## src/rtl/hazard_ctrl.sv

```systemverilog
// Pipeline hazard controller: stall / flush / operand-forward control for a DOF-EX-WB pipeline.
// Define HAZARD_FORWARD_EN to forward EX/WB results and stall only on load-use hazards.
module hazard_ctrl (
  input  logic        clk,
  input  logic        rst,
  input  logic        dof_valid,
  input  logic [4:0]  dof_aa,
  input  logic [4:0]  dof_ba,
  input  logic        dof_ma,
  input  logic        dof_mb,
  input  logic        ex_valid,
  input  logic        ex_rw,
  input  logic [4:0]  ex_da,
  input  logic        ex_ld,
  input  logic        wb_valid,
  input  logic        wb_rw,
  input  logic [4:0]  wb_da,
  input  logic        br_taken,
  output logic        pc_hold,
  output logic        ir_hold,
  output logic        dof_bubble,
  output logic        if_flush,
  output logic        dof_flush,
  output logic [1:0]  fwd_a,
  output logic [1:0]  fwd_b,
  output logic [15:0] stall_count,
  output logic        hazard_err
);

  typedef enum logic [1:0] {
    INIT  = 2'd0,
    RUN   = 2'd1,
    STALL = 2'd2,
    FLUSH = 2'd3
  } state_t;

  state_t     state;
  state_t     next_state;
  logic [1:0] consec_stall;
  logic       match_ex_a;
  logic       match_ex_b;
  logic       match_wb_a;
  logic       match_wb_b;
  logic       stall_req;
  logic [1:0] fwd_a_sel;
  logic [1:0] fwd_b_sel;

  // Register 0 is hard-wired, so a zero source never matches a producer.
  assign match_ex_a = dof_valid & ~dof_ma & (dof_aa != 5'd0) & ex_valid & ex_rw & (ex_da == dof_aa);
  assign match_ex_b = dof_valid & ~dof_mb & (dof_ba != 5'd0) & ex_valid & ex_rw & (ex_da == dof_ba);
  assign match_wb_a = dof_valid & ~dof_ma & (dof_aa != 5'd0) & wb_valid & wb_rw & (wb_da == dof_aa);
  assign match_wb_b = dof_valid & ~dof_mb & (dof_ba != 5'd0) & wb_valid & wb_rw & (wb_da == dof_ba);

`ifdef HAZARD_FORWARD_EN
  // A load result is not ready in EX, so only that case still needs a stall.
  assign stall_req = (match_ex_a | match_ex_b) & ex_ld;
  assign fwd_a_sel = (match_ex_a & ~ex_ld) ? 2'b01 : (match_wb_a ? 2'b10 : 2'b00);
  assign fwd_b_sel = (match_ex_b & ~ex_ld) ? 2'b01 : (match_wb_b ? 2'b10 : 2'b00);
`else
  logic unused_ex_ld;
  assign unused_ex_ld = ex_ld;
  assign stall_req    = match_ex_a | match_ex_b | match_wb_a | match_wb_b;
  assign fwd_a_sel    = 2'b00;
  assign fwd_b_sel    = 2'b00;
`endif

  // State register.
  always_ff @(posedge clk) begin
    if (rst) begin
      state <= INIT;
    end else begin
      state <= next_state;
    end
  end

  // Next-state logic; a taken branch wins over any stall request.
  always_comb begin
    next_state = INIT;
    case (state)
      INIT:  next_state = RUN;
      RUN, STALL: begin
        if (br_taken) begin
          next_state = FLUSH;
        end else if (stall_req) begin
          next_state = STALL;
        end else begin
          next_state = RUN;
        end
      end
      FLUSH: next_state = RUN;
      default: next_state = INIT;
    endcase
  end

  // Control outputs; forwarding is only meaningful when DOF actually issues.
  always_comb begin
    pc_hold    = 1'b0;
    ir_hold    = 1'b0;
    dof_bubble = 1'b0;
    if_flush   = 1'b0;
    dof_flush  = 1'b0;
    fwd_a      = 2'b00;
    fwd_b      = 2'b00;
    case (state)
      INIT: begin
        if_flush  = 1'b1;
        dof_flush = 1'b1;
      end
      RUN, STALL: begin
        if (br_taken) begin
          if_flush  = 1'b1;
          dof_flush = 1'b1;
        end else if (stall_req) begin
          pc_hold    = 1'b1;
          ir_hold    = 1'b1;
          dof_bubble = 1'b1;
        end else begin
          fwd_a = fwd_a_sel;
          fwd_b = fwd_b_sel;
        end
      end
      FLUSH: begin
        fwd_a = 2'b00;
        fwd_b = 2'b00;
      end
      default: begin
        if_flush  = 1'b1;
        dof_flush = 1'b1;
      end
    endcase
  end

  // Saturating stall counter and sticky watchdog on four back-to-back stalls.
  always_ff @(posedge clk) begin
    if (rst) begin
      stall_count  <= 16'd0;
      consec_stall <= 2'd0;
      hazard_err   <= 1'b0;
    end else if (dof_bubble) begin
      if (stall_count != 16'hFFFF) begin
        stall_count <= stall_count + 16'd1;
      end
      if (consec_stall == 2'd3) begin
        hazard_err <= 1'b1;
      end else begin
        consec_stall <= consec_stall + 2'd1;
      end
    end else begin
      consec_stall <= 2'd0;
    end
  end

endmodule

```

## config.mk

```make
export PLATFORM = sky130hd
export DESIGN_NAME = hazard_ctrl
export DESIGN_NICKNAME = d
export VERILOG_FILES = /design/src/rtl/hazard_ctrl.sv
export SDC_FILE = /design/constraint.sdc
export NUM_CORES = 1
export LEC_CHECK = 0
export CAP_MARGIN = 10
export CORE_ASPECT_RATIO = 0.75
export CORE_MARGIN = 2
export CORE_UTILIZATION = 34
export CTS_BUF_LIST = sky130_fd_sc_hd__clkbuf_16
export DETAILED_ROUTE_END_ITERATION = 6
export GPL_TIMING_DRIVEN = 0
export MAX_ROUTING_LAYER = met4
export PLACE_DENSITY = 0.71
export SLEW_MARGIN = 0
export SYNTH_ARGS = -nofsm -noshare
export SYNTH_HDL_FRONTEND = slang
export SYNTH_SLANG_ARGS = --single-unit
```

## constraint.sdc

```tcl
create_clock -name clk -period 4.8 [get_ports clk]
set_input_delay 0.72 -clock clk [delete_from_list [all_inputs] [get_ports clk]]
set_output_delay 0.72 -clock clk [all_outputs]
set_load 0.1 [all_outputs]
```

==> flow_summary.yaml, run 1 <==
status:
  status: "finished, final reports clean"
worst_setup_path:
  worstPathArrival_ns: 3.93
  critical-path-max-stage-delay_ns: 1.12
  criticalPathCategory: "in2out"
  type_of_origin_of_the_critical_path: "input port"
  cp-end-kind: "output port"
  worstRegToRegCells: 7
  crit_path_top_delay_cell: "clkdlybuf4s50_1"
  crit_required_ns: 4.08
  worstPathCellList: "clkdlybuf4s50_1 > or4_1 > o21ai_2 > nor4_2 > o211ai_4 > buf_8 > a21oi_2 > buf_4 > clkdlybuf4s50_1"
  path_max_fanout: 10
  crit_top_cell: "clkdlybuf4s50_1"
yosys:
  synth.largest_area_cell: "dfxtp_1"
  postSynth.asyncResetShare_pct: 0
  synth_cell_type_count: 37
  synthTopCellsByCount: "21 x dfxtp_1, 20 x nor2_1, 16 x nor2b_1, 11 x xnor2_1, 10 x xor2_1"
  count_leader_synth: "dfxtp_1"
  synth_sequential_area_ratio_pct: 25.32
  flops_latches_synth: 21
  synth.top_cells.by_area: "dfxtp_1 25%, mux2_4 7.2%, a211oi_2 6.0%"
  synth_top_cell_area_share_pct: 25.32
  synthesis.area_um2: 1660
  synthesis.yosys.warnings: 0
  synth-edff-count: 0
  synthesis.area_per_instance_um2: 9.024
  dominantRegCellSynth: "dfxtp_1"
  post_synth_inst_count: 184
grt:
  gr-usage-all-layers_pct: 15.74
  grt_pass1_vias: 1463
  globalRoute.totalOverflow: 0
  grt_antenna_before_repair: 0
  grt_max_degree: 12
  first_pass_grt_wire_length_um: 6803
floorplan:
  die_width_um: 84.69
  floorplan.rows: 21
  total_die_area_um2: 5464
  core_area_um2: 4572
  num_io_pins: 57
  chipHeight_um: 64.52
  initial_core_utilization_pct: 36.32
finish:
  final_net_count: 278
  postLayoutCellArea_um2: 2332
  multiInputGateArea_um2: 1135
  final_cells: 299
  fraction_of_final_layout_cells_with_drive_strength_greater_than_1_pct: 18.18
  synthToLayoutAreaGrowth_pct: 40.47
  fill_cells: 463
  diodes: 0
  sequential_cell_area_um2: 420.4
sta:
  grt_setup_unrepaired: "no"
  worst_pin_slew_ns: 0.9799
  slew_viol_final: 0
  finalSetupViolCount: 0
  max_slew_margin_vs_limit_pct: 34.47
  setup_tns_ns: 0
  fin_crit_ns: 4.651
  timing.clock.skew_ns: 0.002212
  finalCritPeriodShare_pct: 96.90
  number_of_hold_violations_in_the_final_report: 0
  peak_freq_mhz: 215.0
routing:
  initialDrtViolationCount: 50
  vias: 1484
  postRouteWirelength_um: 4066
  detail_route.vias_per_cell: 4.963
  routedWlPerCell_um: 13.60
  remaining_drc_errors: 0
  route.antenna.remaining_nets: 0
  drt_pass1_iterations: 4
worst_hold_path:
  worstHoldPathType: "reg2reg"
  min_delay_path_depth: 1
clock_network:
  cts-htree-levels: 1
  cts_tree: "done"
  clock_sinks: 21
  cts.repair.resized: 0
  post_cts_buffers: 0
  cts.reportedPaths.clkPinSlew_ns: 0.06
  clock_latency_ns: 0.25
  cts_hold_repair.buffers: 0
  cts_made_buffers: 3
  clk_root_buffer_cell: "clkbuf_16"
  cts_buffer_depth: 2
pwr:
  max-vdd-ir-drop_uv: 213.9
  leakage_nw: 0.8487
  power.density_nw_per_um2: 196.7
place:
  placed_cells_incl_taps: 295
  detailed_place_hpwl_um: 3303
  placed_instance_area_um2: 2253
  globalplace.congestion: 0.8662
  port_buffers: 51
run:
  max_cap_viol_count: 0
==> stage by stage <==
stage          hold slack [ns]  util [%]  worst slack, ns  total power, mW
2_1_floorplan           0.5568         -           0.9379           0.2452
3_3_place_gp            0.4686     49.29           0.1845           0.2868
5_1_grt                 0.5270     51.01         0.004012           0.4789
6_report                0.4788     51.01           0.1486           0.4587
4_1_cts                 0.4868     51.01           0.1352           0.4632
3_5_place_dp            0.4731     49.29           0.1398           0.2876
==> flip-flops by register name, summed over array words and instances (netlist names) <==
signal / cells
hazard_err: 1
consec_stall: 2
state: 2
stall_count: 16
==> final timing paths <==
path | slack [ns] | from | to
max | 0.15 | dof_ba[1] | pc_hold
min | 0.48 | hazard_err | hazard_err
max reg2reg | 2.44 | stall_count[0] | stall_count[14]
min reg2reg | 0.48 | hazard_err | hazard_err
==> layout make-up <==
| type | count | share of cell area (%) |
|---|---|---|
| multi-input cells | 148 | 48.66 |
| plain buffers | 13 | 4.185 |
| flip-flops and latches | 21 | 18.03 |
| inverters | 5 | 0.8047 |
| repair buffers | 51 | 21.89 |
| well taps | 57 | 3.058 |
| clock buffers | 3 | 3.219 |
| clock inverters | 1 | 0.1609 |
==> metal layers <==
layer	wire length [µm]	vias to the layer above	track usage, %
met5	0	-	-
met4	11	0	2.778
met3	176	2	3.185
met2	1708	42	23.52
met1	2170	673	22.27
li1	-	767	-
==> placed cells by master (no fill, tap or decap), types with 3 or more instances in the layout <==
cell type / instances
nand4_1: 3
a21oi_1: 4
xor2_1: 10
and3_1: 5
clkbuf_1: 3
buf_4: 8
mux2_4: 8
clkbuf_16: 3
mux2_2: 7
nor2_1: 20
o211ai_1: 6
a211oi_2: 8
clkdlybuf4s50_1: 51
ha_1: 4
nand3_1: 9
inv_1: 6
nor2b_1: 16
nand2_1: 8
conb_1: 4
dfxtp_1: 21
nor3_1: 3
xnor2_1: 11
==> worst max-delay path: cells and delay by family <==
kind | cells | cell delay, ns
buffers and inverters | 4 | 2.05
AND/OR/NAND/NOR | 2 | 0.58
AO/OA/AOI/OAI | 3 | 0.57
==> cells by family after synthesis <==
logic type	count (synthesis)	share of synthesized area (%)
compound gates	31	17.78
xor+xnor	21	11.08
fa+ha+maj	4	3.014
buf+inv	18	7.008
flops	21	25.32
mux	15	11.98
other cells	1	0.2259
simple gates	73	23.59
==> where the power goes <==
part	total (mW)	switching (mW)	leakage, nW	internal, mW
logic	0.108	0.0638	0.637	0.0441
clock network	0.175	0.0640	0.0423	0.111
registers	0.176	0.000555	0.170	0.175
total	0.459	0.128	0.849	0.330
Note: power is estimated with default switching activity, not from simulation.
==> inputs of run 2 (changes only) <==
PLACE_DENSITY = 0.7   (was 0.71)
==> run 2 against run 1 <==
Worst setup slack better by 0.11 ns; clock power hardly changed; first-iteration DRC count is 26% higher; combinational power hardly changed; global-route usage is 0.39 points lower; critical endpoint is now dof_bubble; largest power group unchanged.
==> flow_summary.yaml, run 2 (same netlist as run 1, synthesis figures left out) <==
status:
  status: "finished, final reports clean"
grt:
  gr-max-usage-layer: "met1"
  grt_max_degree: 12
  met3_usage_pct: 2.675
  grt_pass1_vias: 1358
  grt.met1_usage_pct: 22.48
  grt_use_met2_pct: 22.44
  gr-usage-all-layers_pct: 15.34
  globalRoute.totalOverflow: 0
  first_pass_grt_wire_length_um: 6665
  grt_antenna_before_repair: 0
pwr:
  share_seq_of_total_power_pct: 38.4
  power.density_nw_per_um2: 195.8
  combinational_power_share_pct: 23.5
  max-vdd-ir-drop_uv: 154.9
  power_switching_share_pct: 27.82
  internal_power_mw: 0.3303
  leakage_nw: 0.8862
  switchingPower_mw: 0.1273
  clock_share_of_power_pct: 38.1
routing:
  routedWlPerCell_um: 13.06
  remaining_drc_errors: 0
  detail_route.vias_per_cell: 4.983
  vias: 1490
  drt_pass1_iterations: 4
  postRouteWirelength_um: 3904
  initialDrtViolationCount: 63
  route.antenna.remaining_nets: 0
finish:
  largest_registers: "stall_count x16, consec_stall x2, state x2"
  diodes: 0
  layout_commonest_cell: "clkdlybuf4s50_1"
  sequential_cell_area_um2: 420.4
  most-common-layout-cells: "49 x clkdlybuf4s50_1, 21 x dfxtp_1, 20 x nor2_1"
  final_net_count: 278
  synthToLayoutAreaGrowth_pct: 40.77
  postLayoutCellArea_um2: 2337
  regMostFlops: "stall_count"
  fin_util_pct: 51.12
  largest_register_ff_count: 16
  fill_cells: 428
  multiInputGateArea_um2: 1135
  fraction_of_final_layout_cells_with_drive_strength_greater_than_1_pct: 18.18
floorplan:
  die_width_um: 84.69
  core_area_um2: 4572
  initial_core_utilization_pct: 36.32
  total_die_area_um2: 5464
  num_io_pins: 57
  floorplan.rows: 21
  chipHeight_um: 64.52
sta:
  worst_pin_slew_ns: 0.9950
  finalSetupViolCount: 0
  setup_tns_ns: 0
  number_of_hold_violations_in_the_final_report: 0
  fin_crit_ns: 4.542
  peak_freq_mhz: 220.2
  grt_setup_unrepaired: "no"
  max_slew_margin_vs_limit_pct: 33.46
  finalCritPeriodShare_pct: 94.62
  timing.clock.skew_ns: 0.002008
  slew_viol_final: 0
worst_setup_path:
  crit_required_ns: 4.08
  path_max_fanout: 10
  criticalPathCategory: "in2out"
  type_of_origin_of_the_critical_path: "input port"
  worstPathArrival_ns: 3.82
  cp-end-kind: "output port"
clock_network:
  cts.reportedPaths.clkPinSlew_ns: 0.06
  clock_latency_ns: 0.25
  cts_made_buffers: 3
  clock_sinks: 21
  cts-htree-levels: 1
  clk_root_buffer_cell: "clkbuf_16"
  cts_tree: "done"
  cts_buffer_depth: 2
  cts_hold_repair.buffers: 0
place:
  detailed_place_hpwl_um: 3177
  globalplace.congestion: 0.8752
  port_buffers: 51
  placed_instance_area_um2: 2253
worst_hold_path:
  worstHoldPathType: "reg2reg"
run:
  max_cap_viol_count: 0
==> run 2: changes by cell type in the layout (fill, tap and decap cells not counted) <==
cell,before,now
clkdlybuf4s50_1,51,49
dlymetal6s2s_1,0,2
==> run 2: critical path, stage by stage <==
cell,delay [ns]
clkdlybuf4s50_1,0.56
xnor2_1,0.14
nand3_1,0.11
nor4_2,0.43
o211ai_4,0.19
buf_8,0.19
a21oi_2,0.27
clkdlybuf4s50_1,1.19
==> run 2: worst paths after layout <==
| path | from | to | slack (ns) | depth (start not counted) |
|---|---|---|---|---|
| worst max register to register | stall_count[0] | stall_count[15] | 2.45 | 7 |
| worst max-delay path | dof_ba[2] | dof_bubble | 0.26 | 8 |
| worst min-delay path | hazard_err | hazard_err | 0.48 | 1 |
| worst min register to register | hazard_err | hazard_err | 0.48 | 1 |
==> run 2: cell type report <==
type                    count  share of cell area (%)
multi-input cells         148                   48.55
repair buffers             51                   22.06
flip-flops and latches     21                   17.99
plain buffers              13                   4.176
clock buffers               3                   3.212
well taps                  57                   3.051
inverters                   5                  0.8030
clock inverters             1                  0.1606
==> run 2: per-layer routing <==
metal	wire length, µm	share of wire, %	up-vias
met5	0	0	-
met4	17	0.44	0
met3	163	4.2	2
met2	1622	42	41
met1	2102	54	676
li1	-	-	771
==> run 2: repair_timing <==
action,CTS,global route
endpoints found under the setup margin,0,2
resized for setup,0,2
buffers inserted,0,0
==> run 2: metrics by stage <==
step                      power [mW]  hold WS [ns]  std cells  setup slack, ns
after floorplan               0.2452        0.5568        187           0.9379
after global placement        0.2868        0.4671        295           0.1681
after detailed placement      0.2872        0.4778        295           0.1410
after CTS                     0.4626        0.4871        299           0.1324
after global routing          0.4770        0.5263        299          0.05397
final                         0.4576        0.4822        299           0.2580
==> run 2: power groups by stage <==
stage          clock (mW)  combinational (mW)  sequential, mW
2_1_floorplan           0              0.0655           0.180
3_3_place_gp            0               0.107           0.180
3_5_place_dp            0               0.108           0.180
4_1_cts             0.179               0.108           0.176
5_1_grt             0.186               0.115           0.176
6_report            0.174               0.108           0.176
